## src/rtl/cpu_runctl.sv

```systemverilog
// Run/halt/step/breakpoint sequencer that gates the Hack CPU clock-enable on a half-rate strobe.
// Build with AUTORUN_EN defined to leave the power-on reset straight into RUN instead of HALT.
module cpu_runctl #(
  parameter int PW      = 15,
  parameter int RST_CYC = 4,
  parameter int CW      = 32
) (
  input  logic          clk50m,
  input  logic          rst,
  input  logic          run_req,
  input  logic          halt_req,
  input  logic          step_req,
  input  logic          bp_en,
  input  logic [PW-1:0] bp_addr,
  input  logic [PW-1:0] pc,
  output logic          en25m,
  output logic          cpu_en,
  output logic          cpu_rst_n,
  output logic          halted,
  output logic          bp_hit,
  output logic [CW-1:0] instr_cnt
);

  typedef enum logic [1:0] {S_INIT, S_RUN, S_HALT, S_STEP} state_t;

  localparam logic [7:0] LAST_STRB = 8'(RST_CYC - 1);

  state_t        state_q;
  logic          en25m_q;
  logic          run_p_q, halt_p_q, step_p_q;
  logic [7:0]    strb_q;
  logic          rst_n_q, halted_q, bp_hit_q, bp_skip_q;
  logic [CW-1:0] cnt_q, cnt_d;
  logic          run_e, halt_e, step_e, bp_match, cpu_en_w;

  // A request seen in the strobe cycle itself still counts for that strobe.
  assign run_e  = run_p_q  | run_req;
  assign halt_e = halt_p_q | halt_req;
  assign step_e = step_p_q | step_req;

  assign bp_match = bp_en && (pc == bp_addr) && !bp_skip_q;
  assign cpu_en_w = en25m_q && (((state_q == S_RUN) && !bp_match) || (state_q == S_STEP));
  assign cnt_d    = cnt_q + CW'(1);

  always_ff @(posedge clk50m or posedge rst) begin
    if (rst) begin
      state_q   <= S_INIT;
      en25m_q   <= 1'b0;
      run_p_q   <= 1'b0;
      halt_p_q  <= 1'b0;
      step_p_q  <= 1'b0;
      strb_q    <= 8'd0;
      rst_n_q   <= 1'b0;
      halted_q  <= 1'b0;
      bp_hit_q  <= 1'b0;
      bp_skip_q <= 1'b0;
      cnt_q     <= '0;
    end else begin
      en25m_q <= ~en25m_q;
      if (cpu_en_w) cnt_q <= cnt_d;
      if (!en25m_q) begin
        run_p_q  <= run_e;
        halt_p_q <= halt_e;
        step_p_q <= step_e;
      end else begin
        // Edge ending a strobe: every pending request is consumed, acted on or not.
        run_p_q  <= 1'b0;
        halt_p_q <= 1'b0;
        step_p_q <= 1'b0;
        case (state_q)
          S_INIT: begin
            strb_q <= strb_q + 8'd1;
            if (strb_q == LAST_STRB) begin
              rst_n_q <= 1'b1;
`ifdef AUTORUN_EN
              state_q <= S_RUN;
`else
              state_q  <= S_HALT;
              halted_q <= 1'b1;
`endif
            end
          end
          S_HALT: begin
            if (halt_e) begin
              state_q <= S_HALT;
            end else if (step_e) begin
              state_q  <= S_STEP;
              halted_q <= 1'b0;
            end else if (run_e) begin
              state_q   <= S_RUN;
              halted_q  <= 1'b0;
              bp_hit_q  <= 1'b0;
              bp_skip_q <= 1'b1;
            end
          end
          S_RUN: begin
            bp_skip_q <= 1'b0;
            if (bp_match) begin
              bp_hit_q <= 1'b1;
              state_q  <= S_HALT;
              halted_q <= 1'b1;
            end else if (halt_e) begin
              state_q  <= S_HALT;
              halted_q <= 1'b1;
            end
          end
          default: begin
            state_q  <= S_HALT;
            halted_q <= 1'b1;
          end
        endcase
      end
    end
  end

  assign en25m     = en25m_q;
  assign cpu_en    = cpu_en_w;
  assign cpu_rst_n = rst_n_q;
  assign halted    = halted_q;
  assign bp_hit    = bp_hit_q;
  assign instr_cnt = cnt_q;

endmodule

```

## config.mk

```make
export PLATFORM = sky130hd
export DESIGN_NAME = cpu_runctl
export DESIGN_NICKNAME = d
export VERILOG_FILES = /design/src/rtl/cpu_runctl.sv
export SDC_FILE = /design/constraint.sdc
export NUM_CORES = 1
export LEC_CHECK = 0
export CAP_MARGIN = 20
export CORE_UTILIZATION = 35
export DETAILED_ROUTE_END_ITERATION = 7
export DONT_BUFFER_PORTS = 1
export SYNTH_ARGS = -nofsm -noshare
export SYNTH_HDL_FRONTEND = slang
export SYNTH_SLANG_ARGS = --single-unit
```

## constraint.sdc

```tcl
create_clock -name clk50m -period 2.1 [get_ports clk50m]
set_input_delay 0.42 -clock clk50m [delete_from_list [all_inputs] [get_ports clk50m]]
set_output_delay 0.42 -clock clk50m [all_outputs]
set_load 0.03 [all_outputs]
```

Yosys cells after proc, flatten, opt, wreduce, memory -nomap -nowiden

Cells that the tools add are included.

Register bits: 50
Bits in latches: 0
Bits in writable memories: 0
ROM bits: 0
Bits of input ports: 36
Output and inout bits: 37
Memories: 0

$add $sub $neg: 2
$mul: 0
Divide/modulo/power cells: 0
Order comparisons: 0
Equality and inequality tests: 13
Shift-type cells: 0
Mux-type cells: 25
Bitwise gates (word level): 4
Reduce and logical (&&, ||, !) cells: 15

Operators with widths:

| operator                                                        | number |
|---|---|
| 32-bit by 1-bit adder with 32-bit output, second input constant | 1 |
| 15-bit == test                                                  | 1 |
| 1-bit 2-to-1 mux                                                | 15 |
| 2-bit 2-to-1 mux                                                | 6 |
| 2-bit inequality test, second input constant                    | 5 |
| 5-bit AND reduction                                             | 2 |
| 8-bit by 1-bit adder with 8-bit output, second input constant   | 1 |
| 8-bit by 2-bit == test with 1-bit output, second input constant | 1 |
| 3-bit inequality test, second input constant                    | 2 |
| 2-bit one-hot mux with 3 select lines                           | 1 |
| 6-bit AND reduction                                             | 1 |
| 2-bit == test, second input constant                            | 2 |
| 1-bit logical AND                                               | 4 |
| 4-bit inequality test, second input constant                    | 1 |
| 1-bit one-hot mux with 2 select lines                           | 2 |
| 4-bit AND reduction                                             | 1 |
| 1-bit OR                                                        | 3 |
| 1-bit one-hot mux with 3 select lines                           | 1 |
| 3-bit AND reduction                                             | 1 |
| 2-bit by 1-bit == test with 1-bit output, second input constant | 1 |
| 1-bit zero test                                                 | 2 |
| 2-bit zero test                                                 | 1 |
| 2-bit AND reduction                                             | 1 |
| 2-bit nonzero test                                              | 1 |
| 2 further kinds                                                 | 2 |

Depth between registers and ports, before layout

Gate-level depths: netlist (run 1).

Depth after elaboration: 7
Mapped depth: 7
Depth with buffers taken out: 7

Least setup slack after synthesis (run 1)

Ideal clock, no wire load.

Path kind: register -> register
Start point: register cnt_q[6], in the netlist instr_cnt[6]
End point: register cnt_q[29], in the netlist instr_cnt[29]
Setup time: 133 ps
Data arrival time: 1,912 ps
Path slack: 55 ps
Cell stages (with the launch flop): 7
Period minus slack after synthesis: 2,045 ps
Cell sequence: dfrtp_1 > and4_4 > and4_4 > nand4_4 > nor4_4 > nand4_1 > xnor2_1

Word-level cells in the longest chain between the ends: 1

RTL lines:

| item                                     | line | RTL |
|---|---|---|
| start, declared                          | 33   | `logic [CW-1:0] cnt_q, cnt_d;` |
| start signal, assigned                   | 60   | `if (cpu_en_w) cnt_q <= cnt_d;` |
| 32-bit by 1-bit adder with 32-bit output | 43   | `assign cnt_d = cnt_q + CW'(1);` |

Every way passes these cells.
A chain may end at the register's enable or synchronous reset.

Final worst setup path (run 1)

Start point: register bp_skip_q
End point: output cpu_en

Word-level cells in the longest chain between the ends: 6

RTL lines:

| item                   | line | RTL |
|---|---|---|
| start, declared        | 32   | `logic rst_n_q, halted_q, bp_hit_q, bp_skip_q;` |
| start signal, assigned | 56   | `bp_skip_q <= 1'b0;` |
| start signal, assigned | 93   | `bp_skip_q <= 1'b1;` |
| start signal, assigned | 97   | `bp_skip_q <= 1'b0;` |
| 1-bit zero test        | 41   | `assign bp_match = bp_en && (pc == bp_addr) && !bp_skip_q;` |
| 1-bit logical AND      | 41   |  |
| 1-bit zero test        | 42   | `assign cpu_en_w = en25m_q && (((state_q == S_RUN) && !bp_match) \|\| (state_q == S_STEP));` |
| 1-bit logical AND      | 42   |  |
| 1-bit logical OR       | 42   |  |
| 1-bit logical AND      | 42   |  |
| end, declared          | 17   | `output logic cpu_en,` |

Every way passes these cells.

==> results.cfg, run 1 <==
[floorplanning]
die_x_um = 85.8
io_pins = 73
rows = 30
die_h_um = 85.8
dieArea_um2 = 7360
core_um2 = 6790
initial_core_util = 0.362

[setup_path]
cp_cell_sequence = nor2b_2 > nand4_1 > nor4_2 > nand2_1 > nand2_2 > inv_2
path_delay_family = simple AND/OR/NAND/NOR gates
critical-path-max-stage-delay_ns = 0.39
critPathKind = reg -> out
r2r_slack_ns = 0.15
worst-path-buf-inv = 1
crit_required_ns = 1.68
cp_max_fo = 3
critPathCaptureType = output pin
slowest_stage = dfrtp_1
startpoint_type = register
cp_data_arrival_time_ns = 1.54

[clock_tree]
numCtsBuffers = 5
h-tree-depth = 2
cts_root_buffer = clkbuf_8
cts.sinks = 50
cts_tree = done
post_cts_buffers = 0
clk_pin_slew_worst_paths_ns = 0.10
clk_latency_ns = 0.31
clockBufferDepth = 2

[place]
dp_slack_ns = -0.00341
place_hpwl_um = 3640
io_buffers = 0
gp_congestion = 0.765

[layout]
fin_nets = 297
antenna_cells = 0
final_common_cell = dfrtp_1
drive_gt1_frac = 0.204
area_delta_synth_final_pct = 19.2
final_cell_mix = dfrtp_1, xnor2_1, buf_4, nand2_1
fill_cells = 662

[detailed_routing]
drt-total-wl_um = 4930
dr.pass1.iters = 4
final_antenna_net_count = 0
vias = 1756
drt_iter0_drc = 84
post_drt_via_cell_ratio = 4.93
routedWlPerCell_um = 13.8
drt_drc_violations_left = 0

[logic_synthesis]
synth.cell_area_um2 = 2460
ys_ff_latch = 50
postSynth.asyncResetShare = 1.00
yosys_warnings = 0
netlist_instances = 226
syn_nets = 264
synth_seq_area_share = 0.509
syn_avg_cell_area_um2 = 10.9
synth_cell_type_count = 36
synth-edff-count = 0
synth-main-ff-cell = dfrtp_1

[timing]
finalMaxSlewViolations = 0
setup_viol_count_final = 0
setup_tns_ns = 0
slew_headroom = 0.637
tightest_slew_ns = 0.539
clock_skew_ns = 0.00919
period_share = 0.932
fmax_mhz = 511
period_minus_slack_ns = 1.96
layout_setup_ws_ns = 0.142
grt_setup_unrepaired = no
hold_violations = 0

[global_routing]
grt_max_degree = 51
overflow = 0
gr-usage-met1 = 0.170
met3_usage = 0.0472
antenna_found_initial = 0
busiest_layer = met2
grt_pass1_wl_um = 8290
grtUsageTotal = 0.143
first_global_vias = 1789
use_met2 = 0.241

[power]
p_leak_nw = 1.33
p_seq_frac = 0.507
comb_power_share = 0.156
pwr-share-clk = 0.336
intPower_mw = 1.51
power_density_nw_per_um2 = 706
vdd_drop_max_uv = 233
swShare = 0.272
power.switching_mw = 0.563

[min_path]
hold_path.class = in -> async

[job]
drv_cap = 0

[status]
status = finished clean
## state kept, by name, summed over array words and instances, names as in the netlist
name       flops
step_p_q       1
halted         1
instr_cnt     32
run_p_q        1
state_q        2
strb_q         8
en25m          1
bp_hit         1
halt_p_q       1
cpu_rst_n      1
bp_skip_q      1
## through the flow
stage | power (mW) | util | hold WS [ns] | cell area [µm²] | cells
finish | 2.07 | 0.431 | 0.0127 | 2930 | 356
global route | 2.18 | 0.431 | 0.0308 | 2930 | 356
floorplan | 1.28 | - | 0.446 | 2460 | 226
global placement | 1.39 | 0.411 | 0.374 | 2790 | 348
detailed placement | 1.40 | 0.411 | 0.377 | 2790 | 348
CTS | 2.10 | 0.430 | 0.0292 | 2920 | 356
## path summary, 6_finish.rpt
kind	from	to	depth (start not counted)
min in group clk50m	run_req	run_p_q	2
max in group asynchronous	rst	instr_cnt[1]	2
worst min register to register	step_p_q	step_p_q	2
worst min-delay path	rst	instr_cnt[15]	2
worst max register to register	instr_cnt[7]	instr_cnt[29]	6
worst max-delay path	bp_skip_q	cpu_en	6
## per-layer routing
metal	share of wire	routed length (µm)	vias up
met5	0	0	-
met4	0.017	85	0
met3	0.057	281	10
met2	0.48	2370	43
met1	0.44	2190	855
li1	-	-	848
## power groups by stage
| stage | sequential, mW | clock [mW] | combinational [mW] |
|---|---|---|---|
| finish | 1.05 | 0.696 | 0.324 |
| global route | 1.06 | 0.765 | 0.354 |
| CTS | 1.05 | 0.726 | 0.328 |
| detailed placement | 1.07 | 0 | 0.327 |
| global placement | 1.07 | 0 | 0.322 |
| floorplan | 1.15 | 0 | 0.133 |
## timing repair
action | 4_1_cts | 5_1_grt
hold endpoints to repair | 0 | 0
cloned | 0 | 0
hold buffers | 0 | 0
endpoints found under the setup margin | 4 | 10
gates resized for setup | 3 | 4
## layout make-up
type / count / area [µm²] / area share
Clock inverter: 3 / 47.5 / 0.0162
Multi-Input combinational cell: 167 / 1190 / 0.406
Timing Repair Buffer: 29 / 230 / 0.0785
Sequential cell: 50 / 1250 / 0.427
Tap cell: 96 / 120 / 0.0410
Inverter: 6 / 22.5 / 0.00768
Clock buffer: 5 / 68.8 / 0.0235
## cells by family after synthesis
| logic type | share of synthesized area |
|---|---|
| DFF | 0.509 |
| and+or+nand+nor | 0.234 |
| buffers and inverters | 0.0168 |
| AOI/OAI and AO/OA | 0.0321 |
| adders and majority gates | 0.0102 |
| xor gates and xnor gates | 0.189 |
| muxes | 0.00916 |
## synth_stat cells (all sizes together), types with 2 or more instances
cell type / n / area [µm²]
a22o: 2 / 17.5
nor3: 2 / 10.0
nor2b: 2 / 12.5
ha: 2 / 25.0
xor2: 4 / 35.0
nand2: 20 / 75.1
nand3: 18 / 90.1
and4: 3 / 31.3
and3: 6 / 38.8
dfrtp: 50 / 1250
a21boi: 2 / 15.0
nand2b: 2 / 12.5
and2: 4 / 25.0
a21oi: 3 / 15.0
xnor2: 49 / 429
nor2: 14 / 52.6
nand4: 19 / 134
inv: 6 / 22.5
buf: 2 / 15.0
nor4: 4 / 55.1
mux2: 2 / 22.5
(Power assumes the default switching activity.)
==> run 2: changes to the inputs <==
--- a/config.mk
+++ b/config.mk
@@ -5,10 +5,10 @@
 export SDC_FILE = /design/constraint.sdc
 export NUM_CORES = 1
 export LEC_CHECK = 0
-export CAP_MARGIN = 20
 export CORE_UTILIZATION = 35
 export DETAILED_ROUTE_END_ITERATION = 7
 export DONT_BUFFER_PORTS = 1
+export SLEW_MARGIN = 10
 export SYNTH_ARGS = -nofsm -noshare
 export SYNTH_HDL_FRONTEND = slang
 export SYNTH_SLANG_ARGS = --single-unit
==> results of run 2 <==
No change in the layout: final DEF, timing and power equal those of run 1.
